<file path="config.mk">
export PLATFORM = sky130hd
export DESIGN_NAME = tff_counter
export DESIGN_NICKNAME = d
export VERILOG_FILES = /design/src/rtl/tff_pkg.sv /design/src/rtl/tff_cell.sv /design/src/rtl/tff_counter.sv
export SDC_FILE = /design/constraint.sdc
export NUM_CORES = 1
export LEC_CHECK = 0
export CORE_MARGIN = 8
export CORE_UTILIZATION = 43
export CTS_CLUSTER_DIAMETER = 50
export DETAILED_ROUTE_END_ITERATION = 12
export PLACE_DENSITY_LB_ADDON = 0.3
export SLEW_MARGIN = 20
export SYNTH_ARGS = -nofsm -noshare
export SYNTH_HDL_FRONTEND = slang
export SYNTH_HIERARCHICAL = 1
export SYNTH_SLANG_ARGS = --single-unit
</file>
<file path="constraint.sdc">
create_clock -name clk -period 3.4 [get_ports clk]
set_clock_uncertainty 0.1 [all_clocks]
set_input_delay 0.34 -clock clk [delete_from_list [all_inputs] [get_ports clk]]
set_output_delay 0.34 -clock clk [all_outputs]
set_load 0.02 [all_outputs]
</file>
<file path="src/rtl/tff_pkg.sv">
// Shared constants and helpers for the T-flip-flop counter.
// Direction/mode encodings and the load clamp function.
package tff_pkg;

  localparam logic DIR_UP    = 1'b1;
  localparam logic DIR_DOWN  = 1'b0;
  localparam logic MODE_WRAP = 1'b0;
  localparam logic MODE_SAT  = 1'b1;

  // Clamp a load value to the top count; callers zero-extend to 32 bits.
  function automatic logic [31:0] clamp_to_max(
    input logic [31:0] din,
    input logic [31:0] max
  );
    return (din > max) ? max : din;
  endfunction

endpackage

</file>
<file path="src/rtl/tff_cell.sv">
// Single T flip-flop: toggles when t is high.
// Reset value is set per bit so the counter can reset to any value.
module tff_cell
  import tff_pkg::*;
#(
  parameter logic RST_BIT = 1'b0
) (
  input  logic clk,
  input  logic rst,
  input  logic t,
  output logic q
);

  logic q_q;
  logic q_d;

  // Next state is a toggle of the current bit when t is set.
  always_comb begin
    q_d = q_q ^ t;
  end

  // State bit with asynchronous reset to its reset value.
  always_ff @(posedge clk or posedge rst) begin
    if (rst) q_q <= RST_BIT;
    else     q_q <= q_d;
  end

  assign q = q_q;

endmodule

</file>
<file path="src/rtl/tff_counter.sv">
// Up/down modulus counter built from T flip-flop cells.
// All state changes are expressed as a per-bit toggle mask.
module tff_counter
  import tff_pkg::*;
#(
  parameter int               WIDTH    = 8,
  parameter logic [WIDTH-1:0] MAX_VAL  = {WIDTH{1'b1}},
  parameter logic [WIDTH-1:0] RST_VAL  = '0,
  parameter bit               SATURATE = 1'b0
) (
  input  logic             clk,
  input  logic             rst,
  input  logic             clr,
  input  logic             load,
  input  logic [WIDTH-1:0] din,
  input  logic             en,
  input  logic             up,
  output logic [WIDTH-1:0] q,
  output logic             tc,
  output logic             ovf
);

  logic [WIDTH-1:0] tmask;
  logic [WIDTH-1:0] ld_val;
  logic             carry;
  logic             borrow;
  logic             sat_mode;
  logic             tc_q, tc_d;
  logic             ovf_q, ovf_d;

  assign sat_mode = (SATURATE == MODE_SAT);
  assign ld_val   = WIDTH'(clamp_to_max(32'(din), 32'(MAX_VAL)));

  // Toggle mask and flag next-state: clr > load > count.
  always_comb begin
    tmask  = '0;
    tc_d   = 1'b0;
    ovf_d  = ovf_q;
    carry  = 1'b1;
    borrow = 1'b1;
    if (clr) begin
      tmask = q;
      ovf_d = 1'b0;
    end else if (load) begin
      tmask = q ^ ld_val;
    end else if (en) begin
      if (q > MAX_VAL) begin
        tmask = q;
      end else if (up == DIR_UP) begin
        if (q == MAX_VAL) begin
          tc_d  = 1'b1;
          ovf_d = 1'b1;
          tmask = sat_mode ? '0 : q;
        end else begin
          for (int i = 0; i < WIDTH; i++) begin
            tmask[i] = carry;
            carry    = carry & q[i];
          end
        end
      end else begin
        if (q == '0) begin
          tc_d  = 1'b1;
          ovf_d = 1'b1;
          tmask = sat_mode ? '0 : MAX_VAL;
        end else begin
          for (int i = 0; i < WIDTH; i++) begin
            tmask[i] = borrow;
            borrow   = borrow & ~q[i];
          end
        end
      end
    end
  end

  // One T cell per count bit, each with its own reset bit.
  for (genvar i = 0; i < WIDTH; i++) begin : g_cell
    tff_cell #(
      .RST_BIT(RST_VAL[i])
    ) u_cell (
      .clk(clk),
      .rst(rst),
      .t  (tmask[i]),
      .q  (q[i])
    );
  end

  // Terminal-count pulse and sticky overflow registers.
  always_ff @(posedge clk or posedge rst) begin
    if (rst) begin
      tc_q  <= 1'b0;
      ovf_q <= 1'b0;
    end else begin
      tc_q  <= tc_d;
      ovf_q <= ovf_d;
    end
  end

  assign tc  = tc_q;
  assign ovf = ovf_q;

endmodule

</file>
Word-level counts from Yosys, hierarchy flattened

Index checks and enable logic that the tools add are counted.

Add/sub/neg operators: 0
Multipliers: 0
Div/mod/pow operators: 0
Magnitude comparators: 1
Equality and inequality tests: 4
Shift-type cells: 0
Mux-type cells: 21
Bitwise logic cells: 28
Reduce and logical (&&, ||, !) cells: 4

Operators by type and width:

| kind                                                 | count |
|---|---|
| 2-to-1 mux 8 bit                                     | 7 |
| 2-to-1 mux 1 bit                                     | 14 |
| AND 1 bit                                            | 12 |
| == test 8 bit, second input constant                 | 1 |
| greater-than comparator 8 bit, second input constant | 1 |
| zero test 8 bit                                      | 1 |
| bitwise XOR 1 bit                                    | 8 |
| bitwise XOR 8 bit                                    | 1 |
| NOT 1 bit                                            | 7 |
| AND reduction 5 bit                                  | 1 |
| != test 2 bit, second input constant                 | 2 |
| != test 3 x 2 -> 1 bit, second input constant        | 1 |
| nonzero test 3 bit                                   | 1 |
| nonzero test 2 bit                                   | 1 |

Register bits after elaboration: 10
Bits in latches: 0
Bits in writable memories: 0
Bits in read-only memories: 0
Input port bits: 14
Output and inout bits: 10
Logic and storage cells: 68
Memories: 0

Longest topological paths before layout

Depth after elaboration: 14
Mapped depth: 5
Mapped depth without buffers: 5

By module

The synthesis kept the hierarchy.

By module, submodules not included:

| module      | times used | cells an instance | area each (um^2) | sequential area each (um^2) |
|---|---|---|---|---|
| tff_counter | 1          | 66                | 445.4            | 50.0 |
| tff_cell    | 8          | 3                 | 37.5             | 25.0 |

Worst setup path after synthesis

Ideal clock, no wire load.

Kind: reg-to-reg
From: register g_cell[0].u_cell.q_q
To: register g_cell[6].u_cell.q_q
Setup time: 0.079 ns
Data arrival time: 1.645 ns
Data required time: 3.221 ns
Slack: 1.576 ns
Cell stages (with the launch flop): 6
Path buffers: 0
Clock period less this slack: 1.824 ns
Cell sequence: dfrtp_1 > or4_4 > nor3_4 > mux2_2 > a21o_1 > xor2_1

Cells in the longest elaborated chain, start to end: 13
Elaborated cells on any way between the ends: 22
Those cells by class: 1 x order compare; 1 x eq/ne; 7 x mux; 12 x bitwise; 1 x reduce/logical

RTL lines:

| what                     | line              | text |
|---|---|---|
| start: declaration       | tff_cell.sv:14    | `logic q_q;` |
| start signal: assignment | tff_cell.sv:25    | `else q_q <= q_d;` |
| NOT 1 bit                | tff_counter.sv:68 | `borrow = borrow & ~q[i];` |
| AND 1 bit (5 in series)  | tff_counter.sv:68 |  |
| 2-to-1 mux 8 bit         | tff_counter.sv:61 | `if (q == '0) begin` |
| 2-to-1 mux 8 bit         | tff_counter.sv:49 | `end else if (up == DIR_UP) begin` |
| 2-to-1 mux 8 bit *       | tff_counter.sv:47 | `if (q > MAX_VAL) begin` |
| 2-to-1 mux 8 bit *       | tff_counter.sv:46 | `end else if (en) begin` |
| 2-to-1 mux 8 bit *       | tff_counter.sv:44 | `end else if (load) begin` |
| 2-to-1 mux 8 bit *       | tff_counter.sv:41 | `if (clr) begin` |
| net tmask[6]             | tff_counter.sv:23 | `logic [WIDTH-1:0] tmask;` |
| bitwise XOR 1 bit *      | tff_cell.sv:19    | `q_d = q_q ^ t;` |
| net g_cell[6].u_cell.q_d | tff_cell.sv:15    | `logic q_d;` |
| end signal: assignment   | tff_cell.sv:25    |  |
| end: declaration         | tff_cell.sv:14    |  |

The timed path passes the listed nets; every way through them passes the cells marked *.
A chain may end at the register's enable or synchronous reset.

Final worst setup path

From: input load
To: register g_cell[7].u_cell.q_q

Cells in the longest elaborated chain, start to end: 3

RTL lines:

| what                     | line              | text |
|---|---|---|
| start: declaration       | tff_counter.sv:14 | `input logic load,` |
| 2-to-1 mux 8 bit         | tff_counter.sv:44 |  |
| 2-to-1 mux 8 bit         | tff_counter.sv:41 |  |
| net tmask[7]             | tff_counter.sv:23 |  |
| bitwise XOR 1 bit        | tff_cell.sv:19    |  |
| net g_cell[7].u_cell.q_d | tff_cell.sv:15    |  |
| end signal: assignment   | tff_cell.sv:25    |  |
| end: declaration         | tff_cell.sv:14    |  |

The timed path passes the listed nets, and every way through them passes these cells.

==> flow_summary.ini <==
[global_route]
grt_max_degree = 15
grt_pass1_vias = 653
grt_pass1_wl_mm = 2.86
grt_overflow_total = 0
grt_usage_pct = 11.0
antenna_found_initial = 0

[yosys]
syn_avg_cell_area_sq_um = 8.29
ys_ff_latch = 10
syn_inst = 90
ys_types = 26
ys.flop_type = dfrtp_1
ys_warn_count = 6
synthArstFlopShare_pct = 100
syn_nets = 104
synth_edf_count = 0
synth_area_sq_um = 746
synth.yosys.seq_area_share_pct = 33.6

[route]
drt-met1-wl_um = 762
wl_per_cell_um = 12.9
vias = 702
drcViolationCount = 0
wirelength_mm = 1.70
ant_nets = 0
drt_iter0_markers = 11
top_layer_used = met4
drtPass1Iterations = 4
wl_met3_um = 126
viasPerCell = 5.32
dr_wl_met2_um = 778

[clock_network]
postCtsSetupRepairBufs = 0
cts.clk_slew.worst_paths_ns = 0.07
clock_sinks = 10
htree_levels = 1
postCtsHoldBufs = 0
clock_latency_ns = 0.27
root_buffer = clkbuf_4
numCtsBuffers = 3
cts_resized = 0
clockBufferDepth = 2
tritoncts = built

[finish]
drive_above_1_share_pct = 8.70
multiInputGateArea_sq_um = 432
fin_nets = 130
utilization_pct = 61.4
seqCellArea_sq_um = 250
area_growth_pct = 37.6
antennaDiodeCount = 0
num-fill-cells = 167

[timing]
slew_viol_final = 0
tightest_slew_ns = 0.515
post-route-period-util_pct = 57.6
setup-tns-final_ns = 0
max-slew-margin-rel_pct = 65.5
min_period_ns = 1.96
rsz0062_at_grt = no
final-setup-viol-count = 0
hold_violations = 0
max_freq_mhz = 510

[critical_path]
end_kind = flip-flop
worstPathArrival_ns = 2.05
path_class = in -> reg
cp_max_fo = 14
cp.required_ns = 3.49
startpoint_type = input pin

[placed_design]
routabilityCongestion = 0.759
dpl.hpwl_mm = 1.33
port_buffers = 23

[die]
rows = 15
io_pins = 24
initial_utilization_pct = 44.6
dieArea_sq_um = 3320
core_area_sq_um = 1670
die_w_um = 57.6
die-height_um = 57.6

[run_status]
status = finished clean

[pwr]
ir_drop_uv = 422
power_density_nw_per_um2 = 720
p_leak_nw = 0.478

[worst_hold_path]
hp-class = in -> async

[run]
max-cap-violations = 0
[final cells by class]
class / count / share of cell area (%)
clock buffers: 4 / 3.54
inverters: 15 / 5.49
multi-input cells: 63 / 42.1
flip-flops and latches: 10 / 24.4
well taps: 17 / 2.07
repair buffers: 23 / 22.4
[cell usage in the layout, fill, tap and decap left out]
cell	Yosys	layout
clkdlybuf4s50_1	0	23
inv_1	15	15
a21oi_1	11	11
dfrtp_1	10	10
xor2_1	8	8
nand2_1	6	6
o21ai_0	6	6
nor2b_1	4	4
and3_1	3	3
a21o_1	3	3
o211ai_1	3	3
clkbuf_4	0	3
nor2_1	2	2
nand3_1	2	2
a31oi_1	2	2
o22a_1	2	2
nor3b_4	1	1
or4_4	1	1
nor3_4	1	1
nand3_2	1	1
and4_1	1	1
o221ai_2	1	1
mux2_2	1	1
or2b_1	1	1
nor3_1	1	1
xnor2_1	1	1
o21ai_1	1	1
clkbuf_8	0	1
[per-stage QoR]
stage | power, mW | hold slack (ns) | cell area [sq um] | setup slack (ns) | std cells
floorplan | 0.475 | -0.0313 | 746 | 1.58 | 90
global placement | 0.625 | 0.445 | 990 | 1.22 | 128
detailed placement | 0.635 | 0.449 | 990 | 1.13 | 128
CTS | 0.750 | 0.381 | 1030 | 1.42 | 132
global route | 0.793 | 0.386 | 1030 | 1.31 | 132
finish | 0.738 | 0.344 | 1030 | 1.44 | 132
[layer usage]
metal  global-route usage [%]  vias up
li1                         -      357
met1                     12.5      319
met2                     17.2       21
met3                     4.19        5
met4                     6.43        0
met5                        0        -
[cell usage after synthesis (2+ instances only)]
master | n | area share [%]
nand3_1 | 2 | 1.3
nor2b_1 | 4 | 3.4
a21o_1 | 3 | 3.0
inv_1 | 15 | 7.5
o211ai_1 | 3 | 3.0
nand2_1 | 6 | 3.0
and3_1 | 3 | 2.5
dfrtp_1 | 10 | 34
o21ai_0 | 6 | 4.0
nor2_1 | 2 | 1.0
xor2_1 | 8 | 9.4
clkbuf_1 | 2 | 1.0
a21oi_1 | 11 | 7.4
o22a_1 | 2 | 2.3
a31oi_1 | 2 | 1.7
[kinds of logic (layout without fill, tap and decap cells)]
| family | Yosys count | count (layout) | share of synthesized area, % |
|---|---|---|---|
| AO/OA/AOI/OAI | 29 | 29 | 24.2 |
| flip-flops | 10 | 10 | 33.6 |
| multiplexers | 1 | 1 | 1.51 |
| XOR/XNOR | 9 | 9 | 10.6 |
| AND/OR/NAND/NOR | 24 | 24 | 21.6 |
| buffers and inverters | 17 | 42 | 8.56 |
[flip-flops by register name, summed over array words and instances (netlist names)]
name / flops
ovf: 1
g_cell.u_cell/q: 8
tc: 1
[path summary, 6_finish.rpt]
path / slack [ns] / cells after the start / to / from
worst max-delay path: 1.44 / 6 / g_cell[7].u_cell/q / load
worst min-delay path: 0.34 / 2 / g_cell[0].u_cell/q / rst
worst max register to register: 1.54 / 5 / g_cell[7].u_cell/q / g_cell[0].u_cell/q
worst min register to register: 0.46 / 1 / g_cell[6].u_cell/q / g_cell[6].u_cell/q
max in group asynchronous: 2.69 / 2 / tc / rst
min in group clk: 0.46 / 1 / g_cell[6].u_cell/q / g_cell[6].u_cell/q
[where the power goes]
| part | switching, mW | internal [mW] |
|---|---|---|
| sequential | 0.0992 | 0.172 |
| clock | 0.0450 | 0.0650 |
| combinational | 0.168 | 0.189 |
[critical path, cell delays in order]
cell             delay [ns]
clkdlybuf4s50_1        0.77
nor2b_1                0.41
a21oi_1                0.12
a21o_1                 0.16
nand3_1                0.09
xor2_1                 0.15
(Power assumes the default switching activity.)
